**src/rtl/uncache_store_scheduler.sv**
```systemverilog
// Arbitrates the single uncached memory port: posted stores drain in order from a
// small FIFO, and a blocking load issues only once every older store has completed.
module uncache_store_scheduler #(
    parameter int DEPTH  = 4,
    parameter int ADDR_W = 32,
    parameter int DATA_W = 32
) (
    input  logic              clk,
    input  logic              reset,
    input  logic              flush,
    input  logic              st_en,
    input  logic [ADDR_W-1:0] st_addr,
    input  logic [DATA_W-1:0] st_data,
    input  logic [3:0]        st_wen,
    output logic              st_ready,
    input  logic              ld_en,
    input  logic [ADDR_W-1:0] ld_addr,
    output logic [DATA_W-1:0] ld_data,
    output logic              ld_data_ok,
    output logic              unc_en,
    output logic              unc_rw,
    output logic [ADDR_W-1:0] unc_addr,
    output logic [DATA_W-1:0] unc_wdata,
    output logic [3:0]        unc_wen,
    input  logic [DATA_W-1:0] unc_rdata,
    input  logic              unc_data_ok,
    output logic              buf_empty,
    output logic              busy
);

    localparam int PTR_W = $clog2(DEPTH);
    localparam int CNT_W = $clog2(DEPTH) + 1;
    localparam logic [CNT_W-1:0] FULL_CNT = CNT_W'(DEPTH);

    localparam logic [1:0] S_IDLE = 2'd0;
    localparam logic [1:0] S_ST   = 2'd1;
    localparam logic [1:0] S_LD   = 2'd2;

    logic [1:0]        state;
    logic [PTR_W-1:0]  head;
    logic [PTR_W-1:0]  tail;
    logic [CNT_W-1:0]  count;
    logic              cancel_q;
    logic [ADDR_W-1:0] ld_addr_q;

    logic [ADDR_W-1:0] addr_mem [DEPTH];
    logic [DATA_W-1:0] data_mem [DEPTH];
    logic [3:0]        wen_mem  [DEPTH];

    logic push;
    logic pop;

    assign st_ready  = (count != FULL_CNT);
    assign push      = st_en & st_ready;
    assign pop       = (state == S_ST) & unc_data_ok;
    assign busy      = (state != S_IDLE);
    assign buf_empty = (count == '0) & (state == S_IDLE);

    // Entry storage carries no reset; only the pointers and count define validity.
    always_ff @(posedge clk) begin
        if (push) begin
            addr_mem[tail] <= st_addr;
            data_mem[tail] <= st_data;
            wen_mem[tail]  <= st_wen;
        end
    end

    always_ff @(posedge clk) begin
        if (reset) begin
            head  <= '0;
            tail  <= '0;
            count <= '0;
        end else begin
            if (push) tail <= tail + PTR_W'(1);
            if (pop)  head <= head + PTR_W'(1);
            case ({push, pop})
                2'b10:   count <= count + CNT_W'(1);
                2'b01:   count <= count - CNT_W'(1);
                default: count <= count;
            endcase
        end
    end

    // Every transaction returns through IDLE, so unc_en always drops for a cycle.
    always_ff @(posedge clk) begin
        if (reset) begin
            state     <= S_IDLE;
            cancel_q  <= 1'b0;
            ld_addr_q <= '0;
        end else begin
            case (state)
                S_IDLE: begin
                    cancel_q <= 1'b0;
                    if (count != '0) begin
                        state <= S_ST;
                    end else if (ld_en & ~flush) begin
                        state     <= S_LD;
                        ld_addr_q <= ld_addr;
                    end
                end
                S_ST: begin
                    if (unc_data_ok) state <= S_IDLE;
                end
                S_LD: begin
                    if (unc_data_ok) begin
                        state    <= S_IDLE;
                        cancel_q <= 1'b0;
                    end else if (flush) begin
                        cancel_q <= 1'b1;
                    end
                end
                default: state <= S_IDLE;
            endcase
        end
    end

    always_comb begin
        unc_en     = 1'b0;
        unc_rw     = 1'b0;
        unc_addr   = '0;
        unc_wdata  = '0;
        unc_wen    = 4'b0000;
        ld_data_ok = 1'b0;
        case (state)
            S_ST: begin
                unc_en    = 1'b1;
                unc_rw    = 1'b1;
                unc_addr  = addr_mem[head];
                unc_wdata = data_mem[head];
                unc_wen   = wen_mem[head];
            end
            S_LD: begin
                unc_en     = 1'b1;
                unc_addr   = ld_addr_q;
                ld_data_ok = unc_data_ok & ~cancel_q;
            end
            default: ;
        endcase
        ld_data = ld_data_ok ? unc_rdata : '0;
    end

endmodule
```
**config.mk**
```make
export PLATFORM = sky130hd
export DESIGN_NAME = uncache_store_scheduler
export DESIGN_NICKNAME = d
export VERILOG_FILES = /design/src/rtl/uncache_store_scheduler.sv
export SDC_FILE = /design/constraint.sdc
export NUM_CORES = 1
export LEC_CHECK = 0
export ABC_AREA = 1
export CAP_MARGIN = 20
export CORE_ASPECT_RATIO = 1.5
export CORE_MARGIN = 2
export CORE_UTILIZATION = 47
export CTS_BUF_LIST = sky130_fd_sc_hd__clkbuf_16
export DETAILED_ROUTE_END_ITERATION = 12
export PLACE_DENSITY = 0.76
export SLEW_MARGIN = 15
export SYNTH_ARGS = -nofsm -noshare
export SYNTH_HDL_FRONTEND = slang
export SYNTH_SLANG_ARGS = --single-unit
```
**constraint.sdc**
```tcl
create_clock -name clk -period 4.5 [get_ports clk]
set_input_delay 1.35 -clock clk [delete_from_list [all_inputs] [get_ports clk]]
set_output_delay 1.35 -clock clk [all_outputs]
set_load 0.02 [all_outputs]
```
Word level (Yosys, flattened, before mapping)
Memories as Yosys holds them, arrays and structs flattened. A register that Yosys moved wholly into a read port is not among the register bits.
Cells that the tools add are included.
{ "totals": {"register_bits": 42, "mem_bits_rw": 272, "out_inout_bits": 106, "elab_cells": 62, "n_memories": 3} }
{ "classes": {"n_addsub": 4, "n_eq_ne": 8, "muxes": 23, "bitwise": 8, "n_reduce_logical": 10} }
{ "mem_list": {"columns": ["memory", "depth", "word_bits", "read_ports", "rd_ports_with_merged_regs", "wr", "line", "rtl"], "rows": [
  ["addr_mem", 4, 32, 1, 1, 1, "46", "logic [ADDR_W-1:0] addr_mem [DEPTH];"],
  ["data_mem", 4, 32, 1, 1, 1, "47", "logic [DATA_W-1:0] data_mem [DEPTH];"],
  ["wen_mem", 4, 4, 1, 1, 1, "48", "logic [3:0] wen_mem [DEPTH];"]
]} }
{ "op_table": {"columns": ["op", "n"], "rows": [
  ["32-bit two-way mux", 2],
  ["32-bit one-hot mux with 2 select lines", 1],
  ["2-bit two-way mux", 9],
  ["1-bit two-way mux", 7],
  ["3-bit inequality test (second input constant)", 2],
  ["3-bit one-hot mux with 2 select lines", 1],
  ["2-bit nonzero test", 3],
  ["1-bit bitwise AND", 5],
  ["2-bit by 1-bit adder with 2-bit output (second input constant)", 2],
  ["2-bit by 1-bit equality test with 1-bit output (second input constant)", 2],
  ["2-bit equality test (second input constant)", 2],
  ["4-bit two-way mux", 1],
  ["2-bit one-hot mux with 2 select lines", 1],
  ["2-bit AND reduction", 2],
  ["3-bit by 1-bit adder with 3-bit output (second input constant)", 1],
  ["3-bit logical NOT", 1],
  ["3-bit by 1-bit inequality test with 1-bit output (second input constant)", 1],
  ["1-bit NOT", 3],
  ["3-bit AND reduction", 1],
  ["3-bit nonzero test", 1],
  ["3-bit by 1-bit subtractor with 3-bit output (second input constant)", 1],
  ["2-bit logical NOT", 1],
  ["2-bit by 1-bit inequality test with 1-bit output (second input constant)", 1],
  ["1-bit one-hot mux with 2 select lines", 1],
  ["2-bit OR reduction", 1]
]} }

Logic depth before layout (Yosys ltp)
{ "logic_depth": {"depth_word": 5, "mapped_depth": 13, "ltp_nobuf": 12} }

Least setup slack after synthesis
No wires, ideal clock.
{ "synth_path": {"path_type": "input port to flip-flop", "from": "input st_en", "to": "memory addr_mem[0][0], enable pin", "setup_ns": 0.495, "arrival_time_ns": 4.372, "required_ns": 4.005, "path_slack_ns": -0.367, "stages": 2, "path_buffers": 0, "path_cell_list": "nand2_1 -> nor2_1"} }
{ "synth_between": {"elab_chain_len": 3} }
{ "synth_lines": {"columns": ["element", "line", "rtl"], "rows": [
  ["start: declaration", "11", "input logic st_en,"],
  ["1-bit bitwise AND", "54", "assign push = st_en & st_ready;"],
  ["1-bit two-way mux", "61", "if (push) begin"],
  ["1-bit two-way mux (implied by the code)", "62", "addr_mem[tail] <= st_addr;"],
  ["end: declaration", "46", null]
]} }
No other way between the ends.

Worst setup path after layout
{ "layout_path": {"from": "input unc_data_ok", "to": "output ld_data[19]"} }
{ "layout_between": {"elab_chain_len": 3} }
{ "layout_lines": {"columns": ["element", "line", "rtl"], "rows": [
  ["start: declaration", "26", "input logic unc_data_ok,"],
  ["1-bit bitwise AND", "135", "ld_data_ok = unc_data_ok & ~cancel_q;"],
  ["1-bit two-way mux", "124", "case (state)"],
  ["32-bit two-way mux", "139", "ld_data = ld_data_ok ? unc_rdata : '0;"],
  ["end: declaration", "18", "output logic [DATA_W-1:0] ld_data,"]
]} }
No other way between the ends.

==> flow_summary.toml <==
[job]
maxCapViolCount = 0

[timing]
fmax_mhz = 228
clock_skew_ns = 0.0144
slew_viol_final = 0
relSlewSlack_pct = 51.3
finalSetupViolations = 0
worst_pin_slew_ns = 0.730
finalHoldViolCount = 0
fin_ws_ns = 0.114
fin_crit_ns = 4.39
tns_ns = 0
whs_ns = 0.487
fin_crit_sh_pct = 97.5

[synth]
ys_types = 26
yosysTopAreaCell = "edfxtp_1"
netlist_area_mm2 = 0.0130
ys_warn_count = 0
async_reset_ff_share_pct = 0
syn_area_per_cell_um2 = 10.6
synth_area_leaders = "edfxtp_1 63%, nor2_1 9.9%, dfxtp_1 6.8%"
synth_seq_cells = 316
seq_area_frac_synth_pct = 69.6
yosys.area.top_type_share_pct = 62.8
syn_inst = 1229
synth_edf_count = 272
syn-num-nets = 1376
ys.flop_type = "edfxtp_1"
synth_most_common_cell = "nor2_1"
synth_common_cells = "344 x nor2_1, 272 x edfxtp_1, 159 x o21ai_0"

[power]
p_int_mw = 5.52
p_per_area_mw_per_mm2 = 458
p_comb_share_pct = 22.9
power.switching_mw = 2.20
p_sw_share_pct = 28.5
p_clk_share_pct = 32.0
vdd_drop_max_uv = 460
pwr-share-seq_pct = 45.1
total_power_mw = 7.71
leakagePower_nw = 6.37

[worst_hold_path]
holdPathStages = 2
hp-start = "state[1]"
holdPathEnd = "state[1]"
hold_path_class = "flop to flop"

[routing]
vias = 9446
wl_met1_um = 11600
drc = 0
wl_per_cell_um = 16.5
top_layer = "met5"
dr.pass1.iters = 6
drt_iter0_drc = 581
drtAntennaViolNets = 0
vias_per_cell = 5.17
met2_length_um = 15500
routed_wl_um = 30100
wl_met3_um = 2210

[critical_path]
critPathMaxStageDelay_ns = 0.61
regToRegSetupSlack_ns = 2.34
crit_type = "input pin to output port"
required_ns = 3.15
crit_path_cell_trace = "clkdlybuf4s50_1 > nand2_1 > nor2_1 > inv_1 > buf_12 > nor2_1 > clkdlybuf4s50_1"
slowest_stage = "clkdlybuf4s50_1"
rr_worst_depth = 11
cp_max_fo = 32
endpoint_kind = "output port"
worstPathArrival_ns = 3.04
reg2reg_from = "count[0]"
start_kind = "input pin"
r2r_end = "count[2]"

[clock_tree]
path_clk_slew_ns = 0.06
cts_tree = "built"
cts_max_level = 1
cts_sinks = 316
clock-root-buffer = "clkbuf_16"
cts_hold_buf = 0
clk_path_buf_depth = 3
clock_latency_ns = 0.56
numCtsBuffers = 29

[global_routing]
grt-ovfl-total = 0
grt_antenna_before_repair = 3
grt_pass1_vias = 9217
grt_max_degree = 74
track_usage_pct = 20.1
grt_pass1_wl_um = 46800

[layout]
area_growth_pct = 29.5
regArea_mm2 = 0.00906
nFillCells = 2101
drive_above_1_share_pct = 5.27
multiInputGateArea_mm2 = 0.00330
design_area_mm2 = 0.0168
finalNetCount = 1606

[floorplanning]
fp.coreArea_mm2 = 0.0272
pin_count = 244
initial_core_util_pct = 47.8
rows = 74
die_w_um = 140
die_y_um = 208
die-area_mm2 = 0.0290

[place]
portBuffers = 243
place.detailed.hpwl_um = 18300
dpl-instance-area_mm2 = 0.0158
place_ws_ns = 0.122
gp_congestion = 0.792

[status]
status = "finished clean"
-- power groups by stage --
stage | Sequential [mW] | Combinational [mW] | Clock (mW)
after floorplan | 3.54 | 1.04 | 0
final | 3.48 | 1.77 | 2.47
after global placement | 3.54 | 1.73 | 0
after global routing | 3.50 | 1.95 | 2.63
after detailed placement | 3.54 | 1.76 | 0
after CTS | 3.48 | 1.77 | 2.51
-- what timing repair did --
item,4_1_cts,5_1_grt
endpoints found under the setup margin,0,13
setup buffers,0,1
resized for setup,0,11
-- cell families after synthesis --
logic type / Yosys count / synth area share, %
simple gates: 491 / 14.4
flops: 316 / 69.6
xor+xnor: 1 / 0.0674
compound gates: 253 / 9.75
buf+inv: 159 / 5.32
fa+ha+maj: 9 / 0.924
-- cells in the final DEF, fill, tap and decap left out --
| master | instances |
|---|---|
| nor2_1 | 340 |
| edfxtp_1 | 272 |
| clkdlybuf4s50_1 | 232 |
| o21ai_0 | 159 |
| nand2_1 | 140 |
| inv_1 | 90 |
| a21oi_1 | 78 |
| dfxtp_1 | 42 |
| clkbuf_16 | 30 |
| buf_4 | 19 |
| o21ai_1 | 15 |
| dlymetal6s2s_1 | 11 |
| clkinv_1 | 9 |
| ha_1 | 8 |
| buf_12 | 7 |
| bufinv_16 | 5 |
| diode_2 | 4 |
| clkinv_2 | 4 |
| nor2_4 | 4 |
| nand3_1 | 2 |
| dfxtp_4 | 2 |
| nor2_2 | 1 |
| nand2_2 | 1 |
| inv_2 | 1 |
| nor3_4 | 1 |
| xor2_1 | 1 |
| nand4_1 | 1 |
| or2_2 | 1 |
| o211ai_1 | 1 |
| fa_1 | 1 |
| clkinvlp_4 | 1 |
| clkinv_4 | 1 |
-- critical path: cells and delay by family --
family                 cells  cell delay, ns
buffers and inverters      4            1.35
AND/OR/NAND/NOR            3            0.33
-- sequential cells by signal (all words and copies together) (netlist names), named ones only --
signal and cells:
ld_addr_q 32, addr_mem 128, state 2, head 2, cancel_q 1, wen_mem 16
count 3, tail 2, data_mem 128
-- metal layers --
layer / GRT usage [%] / up-vias
met5: 0 / -
met2: 36.0 / 353
met3: 4.50 / 49
met4: 7.59 / 2
met1: 23.2 / 4468
li1: - / 4574
-- how the worst max path moves through the flow --
stage,start,end,slack [ns]
after floorplan,st_en,addr_mem[0][0],-0.37
after global placement,unc_data_ok,ld_data[30],0.16
after detailed placement,unc_data_ok,ld_data[14],0.12
after CTS,flop,unc_addr[6],0.05
after global routing,unc_data_ok,ld_data[19],-0.02
final,unc_data_ok,ld_data[19],0.11
-- metrics by stage --
| step | std cells | util (%) |
|---|---|---|
| after global placement | 1768 | 58.1 |
| after CTS | 1820 | 61.6 |
| after floorplan | 1229 | - |
| after global routing | 1824 | 61.9 |
| final | 1826 | 61.9 |
| after detailed placement | 1768 | 58.1 |
-- layout make-up --
cell class	count	share of cell area (%)
tap	342	2.54
inverter	88	1.97
clock inverter	23	1.37
timing repair buffer	270	16.4
antenna	4	0.0594
clock buffer	29	4.31
multi-input combinational	754	19.6
sequential	316	53.8
Power figures use the tool's default switching activity.
